**src/rtl/sevenseg_ctl_if.sv**
```systemverilog
// Purpose: write port and display outputs of the multiplexed seven-segment scanner.
// Latency: n/a (signal bundle only).
// Backpressure: none; one write per cycle, outputs are free-running.
// Ports: en, wr_en, wr_addr[2:0], wr_data[6:0] (master -> slave);
//        data[6:0], an_n[7:0], frame_tick (slave -> master).
interface sevenseg_ctl_if;
  logic       en;
  logic       wr_en;
  logic [2:0] wr_addr;
  logic [6:0] wr_data;
  logic [6:0] data;
  logic [7:0] an_n;
  logic       frame_tick;

  modport master (
    output en, wr_en, wr_addr, wr_data,
    input  data, an_n, frame_tick
  );

  modport slave (
    input  en, wr_en, wr_addr, wr_data,
    output data, an_n, frame_tick
  );
endinterface

```
**src/rtl/sevenseg_ctl.sv**
```systemverilog
// Purpose: 8-digit seven-segment scan controller with digit registers and ghosting blank.
// Latency: outputs registered, aligned with the post-edge counter state; writes bypass to data same edge.
// Backpressure: none; a write is accepted every cycle, last write to an address wins.
// Ports: clk, rst_n (async active-low); bus (slave): en, wr_en, wr_addr, wr_data in;
//        data, an_n, frame_tick out.
module sevenseg_ctl #(
  parameter int DIV       = 100000,
  parameter int BLANK_CYC = 4
) (
  input logic          clk,
  input logic          rst_n,
  sevenseg_ctl_if.slave bus
);

  localparam int CNT_W = (DIV > 2) ? $clog2(DIV) : 1;

  logic [CNT_W-1:0] cnt;
  logic [CNT_W-1:0] cnt_nxt;
  logic [2:0]       digit;
  logic [2:0]       digit_nxt;
  logic             wrap;
  logic             in_blank;
  logic [7:0]       an_sel;
  logic [6:0]       digit_reg [8];
  logic [6:0]       data_q;
  logic [7:0]       an_n_q;
  logic             frame_tick_q;

  assign wrap      = (cnt == CNT_W'(DIV - 1));
  assign cnt_nxt   = wrap ? '0 : cnt + 1'b1;
  assign digit_nxt = wrap ? digit + 3'd1 : digit;

  // The blank window is judged on the post-edge count so an_n lines up with cnt.
  // A zero-length window is split out to avoid a constant-false compare.
  generate
    if (BLANK_CYC == 0) begin : g_no_blank
      assign in_blank = 1'b0;
    end else begin : g_blank
      assign in_blank = (cnt_nxt < CNT_W'(BLANK_CYC));
    end
  endgenerate

  assign an_sel = ~(8'h01 << digit_nxt);

  always_ff @(posedge clk or negedge rst_n) begin
    if (!rst_n) begin
      cnt          <= '0;
      digit        <= '0;
      data_q       <= 7'h00;
      an_n_q       <= 8'hFF;
      frame_tick_q <= 1'b0;
      for (int i = 0; i < 8; i++) begin
        digit_reg[i] <= 7'h00;
      end
    end else begin
      cnt   <= cnt_nxt;
      digit <= digit_nxt;
      if (bus.wr_en) begin
        digit_reg[bus.wr_addr] <= bus.wr_data;
      end
      // Bypass so a write to the digit being shown appears on the same edge.
      if (bus.wr_en && (bus.wr_addr == digit_nxt)) begin
        data_q <= bus.wr_data;
      end else begin
        data_q <= digit_reg[digit_nxt];
      end
      an_n_q       <= (!bus.en || in_blank) ? 8'hFF : an_sel;
      // Only a 7 -> 0 digit wrap pulses; the reset state (0,0) never does.
      frame_tick_q <= wrap && (digit == 3'd7);
    end
  end

  assign bus.data       = data_q;
  assign bus.an_n       = an_n_q;
  assign bus.frame_tick = frame_tick_q;

endmodule

```
**src/flat_wrapper.sv**
```systemverilog
// flat-port wrapper written by rule: the top's interface ports become plain ports
module sevenseg_ctl_flat 
#(
  parameter int DIV       = 100000,
  parameter int BLANK_CYC = 4
)
  (clk, rst_n, bus_en, bus_wr_en, bus_wr_addr, bus_wr_data, bus_data, bus_an_n, bus_frame_tick);
  sevenseg_ctl_if bus_i ();
  input logic clk;
  input logic rst_n;
  input wire logic [$bits(bus_i.en)-1:0] bus_en;
  input wire logic [$bits(bus_i.wr_en)-1:0] bus_wr_en;
  input wire logic [$bits(bus_i.wr_addr)-1:0] bus_wr_addr;
  input wire logic [$bits(bus_i.wr_data)-1:0] bus_wr_data;
  output wire logic [$bits(bus_i.data)-1:0] bus_data;
  output wire logic [$bits(bus_i.an_n)-1:0] bus_an_n;
  output wire logic [$bits(bus_i.frame_tick)-1:0] bus_frame_tick;
  assign bus_i.en = bus_en;
  assign bus_i.wr_en = bus_wr_en;
  assign bus_i.wr_addr = bus_wr_addr;
  assign bus_i.wr_data = bus_wr_data;
  assign bus_data = bus_i.data;
  assign bus_an_n = bus_i.an_n;
  assign bus_frame_tick = bus_i.frame_tick;
  sevenseg_ctl #(.DIV(DIV), .BLANK_CYC(BLANK_CYC)) u_core (.clk(clk), .rst_n(rst_n), .bus(bus_i));
endmodule
```
**config.mk**
```make
export PLATFORM = sky130hd
export DESIGN_NAME = sevenseg_ctl_flat
export DESIGN_NICKNAME = d
export VERILOG_FILES = /design/src/rtl/sevenseg_ctl_if.sv /design/src/rtl/sevenseg_ctl.sv /design/src/flat_wrapper.sv
export SDC_FILE = /design/constraint.sdc
export NUM_CORES = 1
export LEC_CHECK = 0
export ABC_AREA = 1
export CORE_MARGIN = 2
export CORE_UTILIZATION = 59
export DETAILED_ROUTE_END_ITERATION = 10
export GPL_TIMING_DRIVEN = 0
export PLACE_DENSITY = 0.82
export SLEW_MARGIN = 20
export SYNTH_ARGS = -nofsm -noshare
export SYNTH_HDL_FRONTEND = slang
export SYNTH_SLANG_ARGS = --single-unit
```
**constraint.sdc**
```tcl
create_clock -name clk -period 2.2 [get_ports clk]
set_input_delay 0.33 -clock clk [delete_from_list [all_inputs] [get_ports clk]]
set_output_delay 0.33 -clock clk [all_outputs]
set_load 0.005 [all_outputs]
```
==> results of run 1 <==
==> stage by stage <==
step	utilization	worst slack (ns)	total power, W	cells
global route	0.703	0.00562	0.00387	728
finish	0.703	0.154	0.00369	728
detailed placement	0.665	-0.0243	0.00258	705
floorplan	-	0.343	0.00234	574
global placement	0.662	-2.38	0.00255	704
CTS	0.693	0.0662	0.00370	723
==> Yosys cell counts, drive strengths merged <==
library cell | number | share of area
o211ai | 1 | 0.0016
clkbuf | 8 | 0.0064
nand3 | 73 | 0.086
nand2 | 210 | 0.19
or2 | 1 | 0.0013
inv | 50 | 0.040
buf | 10 | 0.017
xor2 | 5 | 0.0093
ha | 3 | 0.0080
nor3 | 6 | 0.0088
clkinv | 1 | 0.00080
o21ai | 52 | 0.058
dfstp | 8 | 0.045
dfrtp | 84 | 0.45
o21bai | 1 | 0.0016
a21oi | 7 | 0.0074
nand4 | 9 | 0.018
nor2 | 43 | 0.054
xnor2 | 2 | 0.0037
==> cells by family after synthesis <==
| kind of cell | synth area share |
|---|---|
| AO/OA/AOI/OAI | 0.0683 |
| XOR/XNOR | 0.0130 |
| adder cells (fa/ha/maj) | 0.00798 |
| buffers and inverters | 0.0638 |
| flip-flops | 0.491 |
| AND/OR/NAND/NOR | 0.356 |
==> power groups by stage <==
| stage | sequential (W) | clock (W) | combinational [W] |
|---|---|---|---|
| 4_1_cts | 0.00203 | 0.00115 | 0.000524 |
| 2_1_floorplan | 0.00203 | 0 | 0.000311 |
| 3_3_place_gp | 0.00205 | 0 | 0.000496 |
| 3_5_place_dp | 0.00206 | 0 | 0.000519 |
| 5_1_grt | 0.00205 | 0.00122 | 0.000602 |
| 6_report | 0.00203 | 0.00113 | 0.000524 |
==> per-layer routing <==
layer	vias up	GRT usage
met2	141	0.429
met4	0	0.0833
met5	-	0
met3	21	0.0443
met1	1905	0.377
li1	1941	-
==> final cells by class <==
cell class,instances,area (um^2)
Buffer,18,111
Clock buffer,9,124
Clock inverter,7,76.3
Fill cell,617,2290
Inverter,51,191
Multi-Input combinational cell,413,2130
Sequential cell,92,2310
Tap cell,102,128
Timing Repair Buffer,36,360
==> timing repair <==
item	in CTS	in global routing
gates resized for setup	0	7
setup buffers	1	5
endpoints found under the hold margin	36	0
endpoints found under the setup margin	4	15
pin swaps	0	5
hold buffers	1	0
==> worst paths after layout <==
path	end	slack, ns	cells past startpoint
setup / recovery	u_core.bus.data[1]	0.15	9
hold / removal	u_core.bus.an_n[2]	0.27	2
setup reg to reg	u_core.bus.data[1]	0.15	9
hold reg to reg	u_core.digit_reg[49]	0.49	2
max in group asynchronous	u_core.digit_reg[49]	1.07	3
min in group asynchronous	u_core.cnt[13]	0.50	2
==> metrics.md, run 1 <==
| Metric | Value |
|---|---|
| Slew at the pin with the worst max-slew slack | `0.636 ns` |
| Die height | `93.3 um` |
| Clock network power share | `0.307` |
| TritonCTS Buffers | `9` |
| Critical Path Sink Type | `register` |
| Layout net count | `638` |
| Maximum buffer depth of the clock tree | `2` |
| Crit path max-delay cell type | `dfrtp_1` |
| Row cnt | `32` |
| Minimum clock period after layout | `2.05 ns` |
| Via/cell ratio | `5.51` |
| Min-Delay Startpoint | `bus_en` |
| Initial core utilization | `0.609` |
| Worst endpoint required time | `2.44 ns` |
| Share of final-layout standard cells stronger than drive strength 1 | `0.129` |
| Commonest cells after routing, fill and taps aside | `nand2_1, dfrtp_1, nand3_1` |
| Worst EP arrival | `2.29 ns` |
| Remaining global-route overflow | `0` |
| Highest metal layer used by the detailed router | `met4` |
| Sequential fraction of the synthesis area | `0.491` |
| Ant. Diodes | `0` |
| Worst hold slack | `0.273 ns` |
| Drt initial violations | `314` |
| Launching point of the worst reg2reg path | `u_core.cnt[6]` |
| Cell breakdown of the critical path | `nor2_2, nand2_2, nor2_8, nand3_4, o21ai_4, buf_2, nand3_1, nand3_1, nand2_1` |
| Internal power component | `0.00267 W` |
| Crit-path leading delay family | `simple AND/OR/NAND/NOR gates` |
| Setup repair after global routing missed its margin | `false` |
| Via count of the first global-routing pass | `3697` |
| Launching instance or port of the critical path | `u_core.cnt[6]` |
| Number of iterations in the first detailed-routing pass | `5` |
| Mapped Nets | `591` |
| Max FFs per register | `59` |
| Maximum cell stage delay along the critical path | `0.46 ns` |
| CP dominant cell by count | `nand3_1` |
| Synth-to-Final Area Change | `15.4%` |
| Kind of path behind the tightest hold check | `in -> reg` |
| Number of endpoints with negative hold slack in the final report | `0` |
| Max Fclk | `489 MHz` |
| Power per cell area | `679 mW/mm^2` |
| Switching portion of total power | `0.277` |
| Critical path peak fanout | `10` |
| Remaining antenna violation count | `0` |
| Wire length reported by the detailed router | `11000 um` |
| HPWL after detailed placement | `7920 um` |
| Post-Place Cell Area | `0.00514 mm^2` |
| Via count | `4008` |
| Clock tree from TritonCTS | `yes` |
| Worst-Skew Late Latency | `0.36 ns` |
| Period utilisation layout | `0.930` |
| Io pins | `30` |
| Post-Syn Area per Cell | `8.20 um^2` |
| Non-Filler Cell Area, Final | `0.00543 mm^2` |
| Pleak | `2.78 nW` |
| Horizontal die dimension | `93.3 um` |
| Part of the total power dissipated in sequential elements | `0.551` |
| Most common cell after layout, fill and taps aside | `nand2_1` |
| First-pass GRT wire length | `18000 um` |
| Final-report setup violation count | `0` |
| Switching power | `0.00102 W` |
| Maximum level of the CTS H-tree | `3` |
| Worst supply voltage drop on vdd | `0.422 mV` |
| Clock sinks | `92` |
| Final clock skew | `0.00887 ns` |
| Core region area | `0.00773 mm^2` |
| Average wire per cell in the routed design | `15.1 um` |
| Number of antenna violations at the first check in global routing | `0` |
| Port Buf Inserts | `28` |
| Worst-case headroom to the max-slew limit | `0.573` |
| CP Buf/Inv Count | `1` |
| Global routing usage summed across all routing layers | `0.268` |
| Post-Synthesis Cells | `574` |
| Synth cell types | `33` |
| DRC viols | `0` |
| Type of the worst setup path | `reg -> reg` |
| Setup Total Neg Slack | `0 ns` |
| Netlist Area Pre-Place | `0.00471 mm^2` |
| Final number of max-transition violations | `0` |
| Result of the run | `finished, final reports clean` |
| Number of storage elements in the synthesis netlist | `92` |
| Pin count of the biggest net entering global routing | `48` |
| Max Cap Viol | `0` |
| Wire length on met2 | `5230 um` |
| Wl on met1 | `4960 um` |
| Yosys warns | `0` |
| Clock transition at the registers of the reported paths | `0.10 ns` |
| Clock Root Buffer | `clkbuf_8` |
| Area enclosed by the die boundary | `0.00871 mm^2` |
| Fraction of power consumed by combinational cells | `0.142` |
| Last weighted congestion value of the routability-driven placer | `0.946` |
| Routed wl met3 | `602 um` |
| Category of the worst setup path launch point | `register` |
Power figures use the tool's default switching activity.
==> run 2, diff against run 1 <==
--- a/config.mk
+++ b/config.mk
@@ -9,7 +9,7 @@
 export CORE_MARGIN = 2
 export CORE_UTILIZATION = 59
 export DETAILED_ROUTE_END_ITERATION = 10
-export GPL_TIMING_DRIVEN = 0
+export GPL_TIMING_DRIVEN = 1
 export PLACE_DENSITY = 0.82
 export SLEW_MARGIN = 20
 export SYNTH_ARGS = -nofsm -noshare
==> run 2 against run 1 <==
Net effect: flip-flop and latch count stayed put; die area stayed put; non-clock buffer count is 11 lower; first-iteration DRC count is 18% lower; routed wire length hardly changed; power is 2.6% lower; combinational power is 4% lower; register-to-register slack worse by 0.03 ns; critical path depth is 1 higher; global-route usage is 0.16 points higher; via count is 3.2% lower; clock skew is 0.0045 ns higher; critical path type unchanged.
==> metrics.md, run 2 (same netlist as run 1, synthesis figures left out) <==
| Metric | Value |
|---|---|
| Result of the run | `finished, final reports clean (unchanged)` |
| Setup Total Neg Slack | `0 ns (unchanged)` |
| TritonCTS Buffers | `9 (unchanged)` |
| Via/cell ratio | `5.41 (was 5.51)` |
| Clock Root Buffer | `clkbuf_8 (unchanged)` |
| Wire length reported by the detailed router | `11000 um (about the same)` |
| Remaining antenna violation count | `0 (unchanged)` |
| Filler-free cell count of the finished design | `717 (was 728)` |
| Port Buf Inserts | `29 (was 28)` |
| Power per cell area | `671 mW/mm^2 (was 679 mW/mm^2)` |
| Max Fclk | `481 MHz (was 489 MHz)` |
| Io pins | `30 (unchanged)` |
| Maximum buffer depth of the clock tree | `2 (unchanged)` |
| Kind of path behind the tightest hold check | `in -> async (was in -> reg)` |
| Maximum level of the CTS H-tree | `3 (unchanged)` |
| Most common cell after layout, fill and taps aside | `nand2_1 (unchanged)` |
| Ant. Diodes | `0 (unchanged)` |
| Layout net count | `627 (was 638)` |
| Multi-input gate area in the final layout | `0.00214 mm^2 (was 0.00213 mm^2)` |
| Category of the worst setup path launch point | `register (unchanged)` |
| Slew at the pin with the worst max-slew slack | `0.558 ns (was 0.636 ns)` |
| Drt initial violations | `259 (was 314)` |
| Commonest cells after routing, fill and taps aside | `nand2_1, dfrtp_1, nand3_1 (unchanged)` |
| Horizontal die dimension | `93.3 um (unchanged)` |
| Final-report setup violation count | `0 (unchanged)` |
| Pin count of the biggest net entering global routing | `52 (was 48)` |
| Fraction of the core area covered by cells at the end of the flow | `0.693 (was 0.703)` |
| Storage cell area | `0.00231 mm^2 (about the same)` |
| Type of the worst setup path | `reg -> reg (unchanged)` |
| Via count | `3880 (was 4008)` |
| Number of antenna violations at the first check in global routing | `0 (unchanged)` |
| Pre-CTS WS | `-0.0460 ns (was -0.0243 ns)` |
| Placed insts | `692 (was 705)` |
| Launching instance or port of the critical path | `u_core.digit[0] (was u_core.cnt[6])` |
| Critical Path Sink Type | `register (unchanged)` |
| First-pass GRT wire length | `17800 um (was 18000 um)` |
| Period utilisation layout | `0.944 (was 0.930)` |
| Synth-to-Final Area Change | `13.8% (was 15.4%)` |
| Launching point of the worst reg2reg path | `u_core.digit[0] (was u_core.cnt[6])` |
| Via count of the first global-routing pass | `3560 (was 3697)` |
| Initial core utilization | `0.609 (unchanged)` |
| Row cnt | `32 (unchanged)` |
| Last weighted congestion value of the routability-driven placer | `0.936 (was 0.946)` |
| Pleak | `2.74 nW (was 2.78 nW)` |
| Worst-Skew Late Latency | `0.37 ns (was 0.36 ns)` |
| Clock transition at the registers of the reported paths | `0.09 ns (was 0.10 ns)` |
| Final worst setup slack | `0.123 ns (was 0.154 ns)` |
| Global routing usage summed across all routing layers | `0.270 (was 0.268)` |
| Share of final-layout standard cells stronger than drive strength 1 | `0.127 (was 0.129)` |
| Average wire per cell in the routed design | `15.4 um (was 15.1 um)` |
| Critical path peak fanout | `8 (was 10)` |
| Minimum clock period after layout | `2.08 ns (was 2.05 ns)` |
| Max Cap Viol | `0 (unchanged)` |
| Number of iterations in the first detailed-routing pass | `5 (unchanged)` |
| Worst-case headroom to the max-slew limit | `0.628 (was 0.573)` |
| Clock sinks | `92 (unchanged)` |
| Remaining global-route overflow | `0 (unchanged)` |
| Final number of max-transition violations | `0 (unchanged)` |
| Register-to-register path setup slack | `0.12 ns (was 0.15 ns)` |
| Area enclosed by the die boundary | `0.00871 mm^2 (unchanged)` |
| Clock tree from TritonCTS | `yes (unchanged)` |
| Worst endpoint required time | `2.46 ns (was 2.44 ns)` |
| Max FFs per register | `59 (unchanged)` |
| Die height | `93.3 um (unchanged)` |
| Worst EP arrival | `2.33 ns (was 2.29 ns)` |
| Number of endpoints with negative hold slack in the final report | `0 (unchanged)` |
| Core region area | `0.00773 mm^2 (unchanged)` |
| HPWL after detailed placement | `7700 um (was 7920 um)` |
| Filler cell count in the final layout | `590 (was 617)` |
| Worst supply voltage drop on vdd | `0.418 mV (was 0.422 mV)` |
| DRC viols | `0 (unchanged)` |
| Worst Reg-to-Reg Cells | `10 (was 9)` |
| Terminus of the critical flop-to-flop path | `u_core.bus.data[2] (was u_core.bus.data[1])` |
| Final clock skew | `0.0133 ns (was 0.00887 ns)` |
run 2: cell type report:
cell class                 count  area share
tap                          102      0.0238
clock inverter                 6     0.00911
sequential                    92       0.432
multi-input combinational    413       0.399
clock buffer                  10      0.0238
timing repair buffer          43      0.0762
inverter                      51      0.0357
run 2: layer usage:
layer | routed length [um] | global-route usage | vias to the layer above
met3 | 558 | 0.0459 | 17
met4 | 236 | 0.108 | 0
met5 | 0 | 0 | -
li1 | - | - | 1909
met1 | 5040 | 0.370 | 1828
met2 | 5190 | 0.429 | 126
run 2: critical path: stages, from the launching register on:
cell and delay [ns]:
dfrtp_1 0.51, ha_1 0.26, ha_1 0.27, inv_1 0.11, nand4_1 0.12, nand3_1 0.11
nand2_1 0.13, nor2_8 0.18, nand2_4 0.10, nand3_1 0.11, nand2_1 0.06
run 2: how the worst max path moves through the flow:
| stage | to | slack, ns | cells after the start |
|---|---|---|---|
| after floorplan | u_core.bus.data[0] | 0.34 | 12 |
| after global placement | u_core.bus.data[0] | 0.09 | 12 |
| after detailed placement | u_core.bus.data[2] | -0.05 | 12 |
| after CTS | u_core.bus.data[2] | 0.08 | 12 |
| after global routing | u_core.bus.an_n[7] | -0.006 | 12 |
| final | u_core.bus.data[2] | 0.12 | 10 |
run 2: per-stage QoR:
stage               area, um^2  total power, W  hold WS [ns]
finish                    5360         0.00359         0.489
global route              5360         0.00378         0.522
CTS                       5270         0.00360         0.496
detailed placement        5060         0.00257         0.356
global placement          5060         0.00255         0.346
floorplan                 4710         0.00234        0.0344
run 2: what timing repair did:
item | 4_1_cts | 5_1_grt
resized for setup | 1 | 7
cloned | 0 | 0
pin swaps | 0 | 6
hold endpoints to repair | 33 | 0
endpoints found under the setup margin | 7 | 7
hold buffers | 1 | 0
setup buffers | 1 | 7
run 2: where the power goes:
part           internal (W)  total, W  switching, W
Clock              0.000421   0.00105      0.000633
Combinational      0.000222  0.000505      0.000283
Sequential          0.00191   0.00203      0.000123
==> run 3, diff against run 2 <==
--- a/config.mk
+++ b/config.mk
@@ -7,10 +7,12 @@
 export LEC_CHECK = 0
 export ABC_AREA = 1
 export CORE_MARGIN = 2
-export CORE_UTILIZATION = 59
+export CORE_UTILIZATION = 61
+export CTS_BUF_LIST = sky130_fd_sc_hd__clkbuf_2 sky130_fd_sc_hd__clkbuf_4 sky130_fd_sc_hd__clkbuf_8
+export CTS_CLUSTER_DIAMETER = 50
 export DETAILED_ROUTE_END_ITERATION = 10
 export GPL_TIMING_DRIVEN = 1
-export PLACE_DENSITY = 0.82
+export PLACE_DENSITY = 0.85
 export SLEW_MARGIN = 20
 export SYNTH_ARGS = -nofsm -noshare
 export SYNTH_HDL_FRONTEND = slang
==> run 3 against run 2 <==
Net effect: core utilization rose by 1.7 points; global-route usage increased by 0.30 points; final area is 0.86% higher; via count up 3.6%; power rose by 6.4%; routed wire length decreased by 0.11%; clock skew grew 0.00053 ns; critical path type unchanged.
==> metrics.md, run 3 (same netlist as run 1, synthesis figures left out) <==
| Metric | Value |
|---|---|
| Crit-path leading delay family | `simple AND/OR/NAND/NOR gates (unchanged)` |
| Number of antenna violations at the first check in global routing | `0 (unchanged)` |
| Minimum clock period after layout | `2.05 ns (was 2.08 ns)` |
| Synth-to-Final Area Change | `14.8% (was 13.8%)` |
| Row cnt | `32 (unchanged)` |
| Area enclosed by the die boundary | `0.00844 mm^2 (was 0.00871 mm^2)` |
| Clock transition at the registers of the reported paths | `0.08 ns (was 0.09 ns)` |
| Core region area | `0.00761 mm^2 (was 0.00773 mm^2)` |
| Wire length reported by the detailed router | `11000 um (about the same)` |
| Via/cell ratio | `5.62 (was 5.41)` |
| Worst-case headroom to the max-slew limit | `0.682 (was 0.628)` |
| Type of the worst setup path | `reg -> reg (unchanged)` |
| Worst endpoint required time | `2.45 ns (was 2.46 ns)` |
| Slew at the pin with the worst max-slew slack | `0.476 ns (was 0.558 ns)` |
| Critical Path Sink Type | `register (unchanged)` |
| Cell breakdown of the critical path | `nor3_4, nand3_4, nand2_4, nand2_4, buf_12, nand2_1, nand2_1, nand2_1, nand3_1, nand3_1, nand2_1 (was ha_1, ha_1, inv_1, nand4_1, nand3_1, nand2_1, nor2_8, nand2_4, nand3_1, nand2_1)` |
| Filler cell count in the final layout | `588 (was 590)` |
| Filler-free cell count of the finished design | `715 (was 717)` |
| Critical path peak fanout | `16 (was 8)` |
| Sum of internal, switching and leakage power | `0.00382 W (was 0.00359 W)` |
| Met3 Resource Use GR | `0.0403 (was 0.0459)` |
| Clock tree from TritonCTS | `yes (unchanged)` |
| Max Cap Viol | `0 (unchanged)` |
| Commonest cells after routing, fill and taps aside | `nand2_1, dfrtp_1, nand3_1 (unchanged)` |
| Setup repair after global routing missed its margin | `false` |
| Horizontal die dimension | `91.8 um (was 93.3 um)` |
| Met2 routing resource usage after global routing | `0.429 (about the same)` |
| Via count of the first global-routing pass | `3724 (was 3560)` |
| Result of the run | `finished, final reports clean (unchanged)` |
| Global routing usage summed across all routing layers | `0.273 (was 0.270)` |
| Die height | `91.8 um (was 93.3 um)` |
| Maximum buffer depth of the clock tree | `2 (unchanged)` |
| Crit path max-delay cell type | `dfrtp_1 (unchanged)` |
| Clock sinks | `92 (unchanged)` |
| Number of iterations in the first detailed-routing pass | `5 (unchanged)` |
| Remaining antenna violation count | `0 (unchanged)` |
| DRC viols | `0 (unchanged)` |
| Layout net count | `625 (was 627)` |
| First-pass GRT wire length | `18000 um (was 17800 um)` |
| Final-report setup violation count | `0 (unchanged)` |
| Setup Total Neg Slack | `0 ns (unchanged)` |
| Maximum cell stage delay along the critical path | `0.50 ns (was 0.51 ns)` |
| Final clock skew | `0.0139 ns (was 0.0133 ns)` |
| Last weighted congestion value of the routability-driven placer | `0.954 (was 0.936)` |
| Maximum level of the CTS H-tree | `3 (unchanged)` |
| TritonCTS Buffers | `9 (unchanged)` |
| Grt peak-use layer | `met2 (unchanged)` |
| HPWL after detailed placement | `7880 um (was 7700 um)` |
| Most common cell after layout, fill and taps aside | `nand2_1 (unchanged)` |
| Max FFs per register | `59 (unchanged)` |
| Io pins | `30 (unchanged)` |
| Global Route met1 Usage | `0.381 (was 0.370)` |
| Category of the worst setup path launch point | `register (unchanged)` |
| Ant. Diodes | `0 (unchanged)` |
| Final number of max-transition violations | `0 (unchanged)` |
| CP Buf/Inv Count | `1 (unchanged)` |
| CP dominant cell by count | `nand2_1` |
| Pleak | `2.75 nW (was 2.74 nW)` |
| Power per cell area | `708 mW/mm^2 (was 671 mW/mm^2)` |
| Initial core utilization | `0.619 (was 0.609)` |
| Worst supply voltage drop on vdd | `0.425 mV (was 0.418 mV)` |
| Worst EP arrival | `2.30 ns (was 2.33 ns)` |
| Kind of path behind the tightest hold check | `in -> async (unchanged)` |
| Period utilisation layout | `0.930 (was 0.944)` |
| Worst-Skew Late Latency | `0.36 ns (was 0.37 ns)` |
| Drt initial violations | `287 (was 259)` |
| Number of endpoints with negative hold slack in the final report | `0 (unchanged)` |
| Remaining global-route overflow | `0 (unchanged)` |
| Pin count of the biggest net entering global routing | `47 (was 52)` |
| Clock Root Buffer | `clkbuf_8 (unchanged)` |
| Via count | `4019 (was 3880)` |
| Share of final-layout standard cells stronger than drive strength 1 | `0.127 (about the same)` |
| Max Fclk | `489 MHz (was 481 MHz)` |
| Placed insts | `694 (was 692)` |
| Average wire per cell in the routed design | `15.4 um (about the same)` |
| Port Buf Inserts | `29 (unchanged)` |
run 3: cell count changes in the layout (fill, tap and decap cells not counted), moves of 2 or more:
cell	delta
buf_4	-3
bufinv_16	+2
clkbuf_4	+2
clkinv_4	-2
nand2_4	+2
nand2_8	-2
run 3: final timing paths:
kind | endpoint | cells past startpoint | from | slack (ns)
worst max-delay path | u_core.bus.data[1] | 11 | u_core.cnt[11] | 0.15
worst min-delay path | u_core.cnt[9] | 2 | rst_n | 0.41
worst max register to register | u_core.bus.data[1] | 11 | u_core.cnt[11] | 0.15
worst min register to register | u_core.digit_reg[21] | 2 | u_core.digit_reg[21] | 0.49
max in group asynchronous | u_core.bus.data[5] | 3 | rst_n | 1.19
min in group clk | u_core.digit_reg[21] | 2 | u_core.digit_reg[21] | 0.49
run 3: timing repair:
action / in CTS / in global routing
endpoints found under the hold margin: 16 / 0
buffers inserted: 0 / 4
resized for setup: 0 / 8
hold buffers: 1 / 0
setup endpoints to repair: 0 / 15
run 3: where the power goes:
group	total [W]	internal [W]	switching, W
clock network	0.00126	0.000674	0.000588
logic	0.000513	0.000223	0.000290
registers	0.00205	0.00191	0.000137
run 3: through the flow:
step                      setup slack (ns)  area, um^2   util  hold slack [ns]
after floorplan                      0.343        4710      -           0.0344
after global placement               0.179        5090  0.669            0.251
after detailed placement            0.0391        5090  0.669            0.255
after CTS                          0.00812        5330  0.700            0.414
after global routing                0.0233        5400  0.710            0.434
final                                0.154        5400  0.710            0.412
run 3: layout make-up:
class	instances	area, um^2	share of cell area
multi-input cells	413	2140	0.396
flip-flops and latches	92	2310	0.428
clock buffers	11	139	0.0257
repair buffers	41	405	0.0751
well taps	102	128	0.0236
clock inverters	5	86.3	0.0160
inverters	51	191	0.0354
run 3: layer usage:
layer	up-vias	part of all wire
met5	-	0
met4	0	0.031
met3	30	0.068
met2	187	0.48
met1	1897	0.43
li1	1905	-
